===== src/rtl/sd_emmc_clock_gen_pkg.sv =====
// Shared types for the SD/eMMC card-clock generator.
package sd_emmc_clk_pkg;

   localparam int DIV_W_DEFAULT = 10;

   typedef enum logic [1:0] {
      OFF    = 2'd0,
      WARMUP = 2'd1,
      GATED  = 2'd2,
      RUN    = 2'd3
   } clk_state_e;

endpackage


===== src/rtl/sd_emmc_clock_gen_phase_delay.sv =====
// Reproduces each edge of a registered clock a programmable number of cycles later.
module sd_emmc_phase_delay
   import sd_emmc_clk_pkg::*;
#(
   parameter int DIV_W = DIV_W_DEFAULT
) (
   input  logic             clk,
   input  logic             rst,
   input  logic             edge_req,
   input  logic             level_next,
   input  logic [DIV_W-1:0] lag,
   output logic             clk_lagged
);

   logic [DIV_W-1:0] dly_q, dly_d;
   logic             pend_q, pend_d;
   logic             tgt_q, tgt_d;
   logic             out_q, out_d;

   always_comb begin
      dly_d  = dly_q;
      pend_d = pend_q;
      tgt_d  = tgt_q;
      out_d  = out_q;
      if (pend_q) begin
         if (dly_q == '0) begin
            out_d  = tgt_q;
            pend_d = 1'b0;
         end else begin
            dly_d = dly_q - 1'b1;
         end
      end
      // zero lag follows the source edge in the same cycle
      if (edge_req) begin
         if (lag == '0) begin
            out_d  = level_next;
            pend_d = 1'b0;
         end else begin
            pend_d = 1'b1;
            tgt_d  = level_next;
            dly_d  = lag - 1'b1;
         end
      end
   end

   always_ff @(posedge clk) begin
      if (rst) begin
         dly_q  <= '0;
         pend_q <= 1'b0;
         tgt_q  <= 1'b0;
         out_q  <= 1'b0;
      end else begin
         dly_q  <= dly_d;
         pend_q <= pend_d;
         tgt_q  <= tgt_d;
         out_q  <= out_d;
      end
   end

   assign clk_lagged = out_q;

endmodule


===== src/rtl/sd_emmc_clock_gen.sv =====
// SD/eMMC card-clock generator: divided sd_clk, lagged sd_clk90 and edge strobes on AXI_CLOCK.
module sd_emmc_clock_gen
   import sd_emmc_clk_pkg::*;
#(
   parameter int DIV_W         = DIV_W_DEFAULT,
   parameter int STABLE_CYCLES = 8
) (
   input  logic             AXI_CLOCK,
   input  logic             AXI_RST,
   input  logic             int_clk_en,
   input  logic             sd_clk_en,
   input  logic [DIV_W-1:0] DIVISOR,
   output logic             sd_clk,
   output logic             sd_clk90,
   output logic             sd_clk_rise,
   output logic             sd_clk_fall,
   output logic             Internal_clk_stable,
   output logic             sd_clk_running,
   output logic [DIV_W-1:0] cur_div
);

   localparam int WC_W = (STABLE_CYCLES > 1) ? $clog2(STABLE_CYCLES) : 1;

   clk_state_e       state_q, state_d, stop_state;
   logic [DIV_W-1:0] cnt_q, cnt_d;
   logic [DIV_W-1:0] cur_div_q, cur_div_d;
   logic [WC_W-1:0]  wcnt_q, wcnt_d;
   logic             clk_q, clk_d;
   logic             rise_q, rise_d;
   logic             fall_q, fall_d;
   logic             stable_q, stable_d;
   logic             toggle, stop_req;
   logic [DIV_W-1:0] lag;

   always_comb begin
      state_d    = state_q;
      cnt_d      = cnt_q;
      cur_div_d  = cur_div_q;
      wcnt_d     = wcnt_q;
      clk_d      = clk_q;
      stable_d   = stable_q;
      rise_d     = 1'b0;
      fall_d     = 1'b0;
      toggle     = (cnt_q == cur_div_q);
      stop_req   = !sd_clk_en || !int_clk_en;
      stop_state = int_clk_en ? GATED : OFF;
      unique case (state_q)
         OFF: begin
            cnt_d    = '0;
            wcnt_d   = '0;
            clk_d    = 1'b0;
            stable_d = 1'b0;
            if (int_clk_en) state_d = WARMUP;
         end
         WARMUP: begin
            if (!int_clk_en) begin
               state_d = OFF;
               wcnt_d  = '0;
            end else if (wcnt_q == WC_W'(STABLE_CYCLES - 1)) begin
               state_d  = GATED;
               stable_d = 1'b1;
               wcnt_d   = '0;
            end else begin
               wcnt_d = wcnt_q + 1'b1;
            end
         end
         GATED: begin
            cnt_d     = '0;
            clk_d     = 1'b0;
            cur_div_d = DIVISOR;
            if (!int_clk_en) begin
               state_d  = OFF;
               stable_d = 1'b0;
            end else if (sd_clk_en) begin
               state_d = RUN;
            end
         end
         RUN: begin
            // a stop while low leaves at once unless a rise is due this edge
            if (stop_req && !clk_q && !toggle) begin
               state_d = stop_state;
               cnt_d   = '0;
               if (!int_clk_en) stable_d = 1'b0;
            end else if (toggle) begin
               cnt_d = '0;
               clk_d = !clk_q;
               if (!clk_q) begin
                  cur_div_d = DIVISOR;
                  rise_d    = 1'b1;
               end else begin
                  fall_d = 1'b1;
                  if (stop_req) begin
                     state_d = stop_state;
                     if (!int_clk_en) stable_d = 1'b0;
                  end
               end
            end else begin
               cnt_d = cnt_q + 1'b1;
            end
         end
      endcase
   end

   always_ff @(posedge AXI_CLOCK) begin
      if (AXI_RST) begin
         state_q   <= OFF;
         cnt_q     <= '0;
         cur_div_q <= '0;
         wcnt_q    <= '0;
         clk_q     <= 1'b0;
         rise_q    <= 1'b0;
         fall_q    <= 1'b0;
         stable_q  <= 1'b0;
      end else begin
         state_q   <= state_d;
         cnt_q     <= cnt_d;
         cur_div_q <= cur_div_d;
         wcnt_q    <= wcnt_d;
         clk_q     <= clk_d;
         rise_q    <= rise_d;
         fall_q    <= fall_d;
         stable_q  <= stable_d;
      end
   end

   // lag for the phase that starts at this edge uses the divisor in effect for it
   assign lag = DIV_W'(({1'b0, cur_div_d} + {{DIV_W{1'b0}}, 1'b1}) >> 1);

   sd_emmc_phase_delay #(
      .DIV_W(DIV_W)
   ) u_phase_delay (
      .clk       (AXI_CLOCK),
      .rst       (AXI_RST),
      .edge_req  (clk_d != clk_q),
      .level_next(clk_d),
      .lag       (lag),
      .clk_lagged(sd_clk90)
   );

   assign sd_clk              = clk_q;
   assign sd_clk_rise         = rise_q;
   assign sd_clk_fall         = fall_q;
   assign Internal_clk_stable = stable_q;
   assign sd_clk_running      = (state_q == RUN);
   assign cur_div             = cur_div_q;

endmodule


===== config.mk =====
export PLATFORM = sky130hd
export DESIGN_NAME = sd_emmc_clock_gen
export DESIGN_NICKNAME = d
export VERILOG_FILES = /design/src/rtl/sd_emmc_clock_gen_pkg.sv /design/src/rtl/sd_emmc_clock_gen_phase_delay.sv /design/src/rtl/sd_emmc_clock_gen.sv
export SDC_FILE = /design/constraint.sdc
export NUM_CORES = 1
export LEC_CHECK = 0
export CORE_UTILIZATION = 25
export CTS_CLUSTER_SIZE = 16
export DETAILED_ROUTE_END_ITERATION = 8
export DONT_BUFFER_PORTS = 1
export PLACE_DENSITY_LB_ADDON = 0.12
export SETUP_SLACK_MARGIN = 0.4
export SYNTH_ARGS = -nofsm -noshare
export SYNTH_HDL_FRONTEND = slang
export SYNTH_SLANG_ARGS = --single-unit

===== constraint.sdc =====
create_clock -name AXI_CLOCK -period 5.2 [get_ports AXI_CLOCK]
set_clock_uncertainty 0.2 [all_clocks]
set_input_delay 0 -clock AXI_CLOCK [delete_from_list [all_inputs] [get_ports AXI_CLOCK]]
set_output_delay 0 -clock AXI_CLOCK [all_outputs]
set_load 0.02 [all_outputs]

Word-level counts from Yosys, hierarchy flattened:

Cells that the tools add are included.

* flip-flop bits (word level): 42
* input bits: 14
* output and inout port bits: 16
* logic and storage cells: 97

* $add $sub $neg: 5
* eq/ne operators: 14
* muxes and demuxes: 46
* bitwise logic cells: 3
* reduce and logical (&&, ||, !) cells: 17

Operators with widths (count)
* 2-to-1 mux 10 bit: 9
* one-hot mux 10 bit (2 select lines): 2
* zero test 10 bit: 2
* 2-to-1 mux 2 bit: 10
* subtractor 10 x 1 -> 10 bit, second input constant: 2
* 2-to-1 mux 1 bit: 19
* adder 10 x 1 -> 11 bit, second input constant: 1
* adder 10 x 1 -> 10 bit, second input constant: 1
* equality test 10 bit: 1
* inequality test 3 x 1 -> 1 bit, second input constant: 3
* one-hot mux 2 bit (4 select lines): 1
* 2-to-1 mux 3 bit: 2
* inequality test 2 bit, second input constant: 3
* inequality test 3 bit, second input constant: 2
* one-hot mux 3 bit (2 select lines): 1
* AND reduction 6 bit: 1
* AND reduction 5 bit: 1
* equality test 2 bit, second input constant: 2
* zero test 1 bit: 4
* one-hot mux 1 bit (4 select lines): 1
* nonzero test 2 bit: 2
* OR reduction 4 bit: 1
* adder 3 x 1 -> 3 bit, second input constant: 1
* equality test 3 bit, second input constant: 1
* other kinds (9): 12

Logic depth before layout (Yosys ltp):

* word-level depth: 10
* gate-level depth with buffers: 22

Hierarchy:

From an unflattened synthesis, not the netlist that was laid out.

* cells, all modules: 320
* area, all modules: 2758.9 um2

Modules (own cells, without submodules)
* sd_emmc_clock_gen: times used 1, cells an instance 207, area an instance 1766.7 um2, seq. area each 580.6 um2
* sd_emmc_phase_delay: times used 1, cells an instance 113, area an instance 992.2 um2, seq. area each 260.2 um2

Worst setup path after synthesis:

No wires, ideal clock.

* path type: register to register
* from: reg cur_div_q[4] (netlist: cur_div[4])
* to: reg u_phase_delay.dly_q[4]
* library setup time: 0.134 ns
* arrival: 3.909 ns
* path slack: 0.957 ns
* stages on the path, launching flop included: 23
* cell sequence: dfxtp_1 -> buf_2 -> xor2_1 -> nor4_2 -> a41oi_2 -> buf_2 -> buf_2 -> nand2_1 -> nand2_1 -> ha_1 -> buf_2 -> clkbuf_1 -> nor2b_1 -> o21ai_0 -> nand2_1 -> inv_1 -> ha_1 -> and4_1 -> a41oi_1 -> o21bai_4 -> buf_6 -> nor2_1 -> a211oi_2

* cells in the longest elaborated chain, start to end: 9
* elaborated cells on any way between the ends: 16
* classes of those cells: add/sub (2); eq/ne (2); mux (9); reduce/logical (3)

Ends and longest elaborated chain
* start, declared: line sd_emmc_clock_gen.sv:26 `logic [DIV_W-1:0] cur_div_q, cur_div_d;`
* start signal, assigned: line sd_emmc_clock_gen.sv:117 `cur_div_q <= cur_div_d;`
* equality test 10 bit (*): line sd_emmc_clock_gen.sv:44 `toggle = (cnt_q == cur_div_q);`
* zero test 1 bit: line sd_emmc_clock_gen.sv:80 `if (stop_req && !clk_q && !toggle) begin`
* logical AND 1 bit: line sd_emmc_clock_gen.sv:80
* 2-to-1 mux 10 bit (*): line sd_emmc_clock_gen.sv:80
* one-hot mux 10 bit (2 select lines) (*): line sd_emmc_clock_gen.sv:47 `unique case (state_q)`
* named net cur_div_d[0]: line sd_emmc_clock_gen.sv:26
* adder 10 x 1 -> 11 bit (*): line sd_emmc_clock_gen.sv:127 `assign lag = DIV_W'(({1'b0, cur_div_d} + {{DIV_W{1'b0}}, 1'b1}) >> 1);`
* subtractor 10 x 1 -> 10 bit or zero test 10 bit (tied branches): line sd_emmc_clock_gen_phase_delay.sv:41, sd_emmc_clock_gen_phase_delay.sv:35
* 2-to-1 mux 10 bit (*): line sd_emmc_clock_gen_phase_delay.sv:35 `if (lag == '0) begin`
* 2-to-1 mux 10 bit (*): line sd_emmc_clock_gen_phase_delay.sv:34 `if (edge_req) begin`
* end signal, assigned: line sd_emmc_clock_gen_phase_delay.sv:53 `dly_q <= dly_d;`
* end, declared: line sd_emmc_clock_gen_phase_delay.sv:15 `logic [DIV_W-1:0] dly_q, dly_d;`

Mark *: on every way through the listed nets, which the timed path passes. The rest lies on a longest branch.
A chain may end at the register's enable or synchronous reset.

Worst setup path after layout:

* from: reg cur_div_q[0] (netlist: cur_div[0])
* to: reg u_phase_delay.dly_q[1]

* cells in the longest elaborated chain, start to end: 9
* elaborated cells on any way between the ends: 16
* classes of those cells: add/sub (2); eq/ne (2); mux (9); reduce/logical (3)

Ends and longest elaborated chain (line)
* equality test 10 bit: sd_emmc_clock_gen.sv:44
* zero test 1 bit: sd_emmc_clock_gen.sv:80
* logical AND 1 bit: sd_emmc_clock_gen.sv:80
* 2-to-1 mux 10 bit: sd_emmc_clock_gen.sv:80
* one-hot mux 10 bit (2 select lines) (*): sd_emmc_clock_gen.sv:47
* named net cur_div_d[0]: sd_emmc_clock_gen.sv:26
* adder 10 x 1 -> 11 bit (*): sd_emmc_clock_gen.sv:127
* subtractor 10 x 1 -> 10 bit or zero test 10 bit (tied branches): sd_emmc_clock_gen_phase_delay.sv:41, sd_emmc_clock_gen_phase_delay.sv:35
* 2-to-1 mux 10 bit (*): sd_emmc_clock_gen_phase_delay.sv:35
* 2-to-1 mux 10 bit (*): sd_emmc_clock_gen_phase_delay.sv:34

Marks and branches as above.

==> out/metrics.yaml <==
logic_synthesis:
  synth_top_family_by_area: "simple AND/OR/NAND/NOR gates"
  avgSynthCellArea_sq_um: 7.56
  async_flop_share_pct: 0
  synth_area_sq_um: 3140
  synth_cell_types: 55
  ys_seq_area_share_pct: 26.8
  synth_edf_count: 0
  synth-xor-area-share_pct: 9.75
  synth-simple-area-share_pct: 27.9
  yosys.area_share.adder_pct: 2.79
  synth_seq_cells: 42
  syn_nets: 437
  yosys_warnings: 0
  muxShareOfSynthArea_pct: 5.25
  synth_ff_type: "dfxtp_1"
  synth_compound_area_share_pct: 20.9
  postSynthCellCount: 416
global_route:
  grt_pass1_wl_um: 14900
  grt_pass1_vias: 2710
  grt_overflow: 0
  antenna_found_initial: 0
  grt_max_degree: 42
  grt_usage_pct: 14.7
sta:
  finalSetupTns_ps: 0
  worstMarginPinSlew_ps: 923
  max_slew_margin_pct: 38.0
  final_hold_viol_count: 0
  holdWs_ps: 10.8
  period_needed_ps: 4260
  drv_slew: 0
  fmax_mhz: 235
  rsz0062_at_grt: "false"
  fin_crit_sh_pct: 81.9
  setup_viol: 0
worst_setup_path:
  critPathBufInv: 0
  rr_worst_depth: 14
  worstPathMaxFanout: 19
  timing.rr.start: "cur_div[0]$_SDFF_PP0_"
  arrival_ps: 4290
  cp-startpoint: "cur_div[0]$_SDFF_PP0_"
  timing.rr.end: "u_phase_delay.dly_q[1]$_SDFF_PP0_"
  path_class: "reg -> reg"
  slowest_delay_ps: 550
  endpoint_kind: "flop"
  start_kind: "flop"
  required_ps: 5230
  crit_slowest_cell: "dfxtp_1"
  crit_chain: "xor2_1, nor4_2, a41o_1, nand2_1, nand2_1, ha_2, and4_1, nand3_1, o21ai_0, and4_1, a41oi_1, o21bai_4, mux2_1, nor2_1"
  regToRegSetupSlack_ps: 940
  cp_top_family: "simple AND/OR/NAND/NOR gates"
cells_and_area:
  seq_area_sq_um: 841
  antenna_cells: 0
  finalInstanceArea_sq_um: 3550
  nNetsFinal: 436
  drive_above_1_share_pct: 7.45
  fin_util_pct: 29.3
  multi_input_area_sq_um: 2090
  fillCellCount: 1368
  syn_to_final_growth_pct: 13.1
worst_hold_path:
  hp-class: "in -> reg"
  whs_endpoint: "u_phase_delay.dly_q[8]$_SDFF_PP0_"
  hold_depth: 5
  min_from: "DIVISOR[8]"
place:
  io_buffers: 0
  dp_hpwl_um: 6740
  placedInstanceArea_sq_um: 3240
  gp_congestion: 0.774
pwr:
  powerDensity_nw_per_um2: 227
  finalPower_uw: 806
  leakagePower_nw: 1.33
  ir_worst_vdd_v: 0.0000939
floorplanning:
  dieArea_sq_um: 13000
  fp-row-count: 40
  dieHeight_um: 114
  core-area_sq_um: 12100
  die_x_um: 114
  io-pin-count: 30
  start_util_pct: 26.0
clock_network:
  clock-sinks: 42
  cts_tree: "yes"
  cts_max_level: 2
  cts-root-buf: "clkbuf_16"
  path_clk_slew_ps: 70
  numCtsBuffers: 5
  clk_latency_ps: 290
  cts_max_path_buffers: 2
routing:
  totalWireLength_um: 9250
  routed_via_density: 4.88
  first_pass_iters: 4
  ant_nets: 0
  dr_total_vias: 2847
  wire_per_inst_um: 15.8
  drc: 0
  drt_iter0_drc: 127
status:
  status: "finished clean"
flow_run:
  cap_violations: 0
[layout by cell type (no fill, tap or decap), types with 5 or more instances in the layout]
| cell | instances |
|---|---|
| nand2_1 | 39 |
| dfxtp_1 | 42 |
| a31oi_1 | 5 |
| o21ai_0 | 15 |
| nor2_1 | 43 |
| ha_1 | 6 |
| a21o_1 | 8 |
| and3_1 | 6 |
| clkbuf_16 | 5 |
| or3_1 | 6 |
| nor3_1 | 23 |
| mux2i_1 | 12 |
| xor2_1 | 17 |
| nor2b_1 | 11 |
| nand3_1 | 14 |
| inv_1 | 12 |
| a21oi_1 | 37 |
| buf_4 | 7 |
| xnor2_1 | 18 |
| dlygate4sd3_1 | 14 |
| nand4_1 | 8 |
[layout make-up]
type                       count  share of cell area, %
multi-input combinational    332                   58.9
sequential                    42                   23.7
timing repair buffer          22                   5.98
tap                          168                   5.91
clock buffer                   6                   3.91
inverter                      12                   1.27
clock inverter                 2                  0.352
[worst reg2reg max path, delay by kind of cell, from the launching register on]
kind	cells	cell delay [ps]
simple gates	7	1420
compound gates	4	1100
flops	1	550
fa+ha+maj	1	400
mux	1	380
xor+xnor	1	130
[cell families after synthesis]
group / after synthesis
flip-flops: 42
buffers and inverters: 42
XOR/XNOR: 35
multiplexers: 16
AND/OR/NAND/NOR: 175
AO/OA/AOI/OAI: 99
adder cells (fa/ha/maj): 7
[power by group]
part / internal (mW) / leakage [nW] / switching, mW
logic: 0.0553 / 0.923 / 0.0818
clock network: 0.191 / 0.0729 / 0.145
registers: 0.326 / 0.339 / 0.00810
total: 0.572 / 1.33 / 0.235
[through the flow]
step	instances	setup WS (ps)
floorplan	416	957
detailed placement	561	729
global route	584	520
finish	584	942
global placement	561	840
CTS	584	699
[worst max-delay path by stage]
stage / endpoint / slack [ps] / cells after the start
6_report: u_phase_delay.dly_q[1]$_SDFF_PP0_ / 940 / 14
4_1_cts: u_phase_delay.dly_q[1]$_SDFF_PP0_ / 700 / 16
3_5_place_dp: u_phase_delay.dly_q[1]$_SDFF_PP0_ / 730 / 16
2_1_floorplan: u_phase_delay.dly_q[4]$_SDFF_PP0_ / 960 / 22
3_3_place_gp: u_phase_delay.dly_q[1]$_SDFF_PP0_ / 840 / 14
5_1_grt: u_phase_delay.tgt_q$_SDFFE_PP0P_ / 520 / 14
[layer usage]
layer / part of all wire, % / vias up / track usage [%]
met4: 1.8 / 0 / 3.81
met2: 46 / 51 / 23.1
li1: - / 1473 / -
met5: 0 / - / 0
met1: 48 / 1310 / 20.4
met3: 4.6 / 13 / 3.18
[flip-flops by register name, indices dropped and copies added (netlist names), 2 cells and up]
name and flops:
state_q 2, cnt_q 10, cur_div 10, wcnt_q 3, u_phase_delay.dly_q 10
[repair_timing]
item                       CTS  global route
hold endpoints to repair    42             0
hold buffers                15             0
setup endpoints to repair    0             8
gates resized for setup      0             1
buffers inserted             0             0
[cell usage after synthesis (2+ instances only)]
| cell type | number | area (sq um) |
|---|---|---|
| dfxtp_1 | 42 | 841 |
| o21a_1 | 4 | 30.0 |
| nand2_1 | 39 | 146 |
| xnor2_1 | 18 | 158 |
| nor3_1 | 23 | 115 |
| o31ai_1 | 2 | 15.0 |
| nor4_2 | 2 | 25.0 |
| ha_1 | 7 | 87.6 |
| mux2_1 | 2 | 22.5 |
| nand2b_1 | 4 | 25.0 |
| nand4b_1 | 2 | 17.5 |
| nor2_1 | 43 | 161 |
| and3_1 | 6 | 37.5 |
| buf_6 | 5 | 56.3 |
| o22ai_1 | 2 | 12.5 |
| o21ai_0 | 15 | 75.1 |
| xor2_1 | 17 | 149 |
| nor4_1 | 2 | 12.5 |
| a211oi_2 | 4 | 50.1 |
| inv_1 | 12 | 45.0 |
| o21ai_1 | 2 | 10.0 |
| a21o_1 | 8 | 60.1 |
| a41oi_1 | 2 | 17.5 |
| buf_2 | 12 | 60.1 |
| nor2b_1 | 11 | 68.8 |
| nand4_1 | 8 | 50.1 |
| a211oi_1 | 4 | 30.0 |
| a31oi_1 | 5 | 31.3 |
| mux2i_1 | 12 | 120 |
| nor3b_1 | 3 | 22.5 |
| a311oi_1 | 2 | 17.5 |
| and4_1 | 3 | 26.3 |
| a21oi_1 | 37 | 185 |
| clkbuf_1 | 13 | 48.8 |
| and2_1 | 4 | 25.0 |
| nand3_1 | 14 | 70.1 |
| mux2_2 | 2 | 22.5 |
| or3_1 | 6 | 37.5 |
Power figures use the tool's default switching activity.
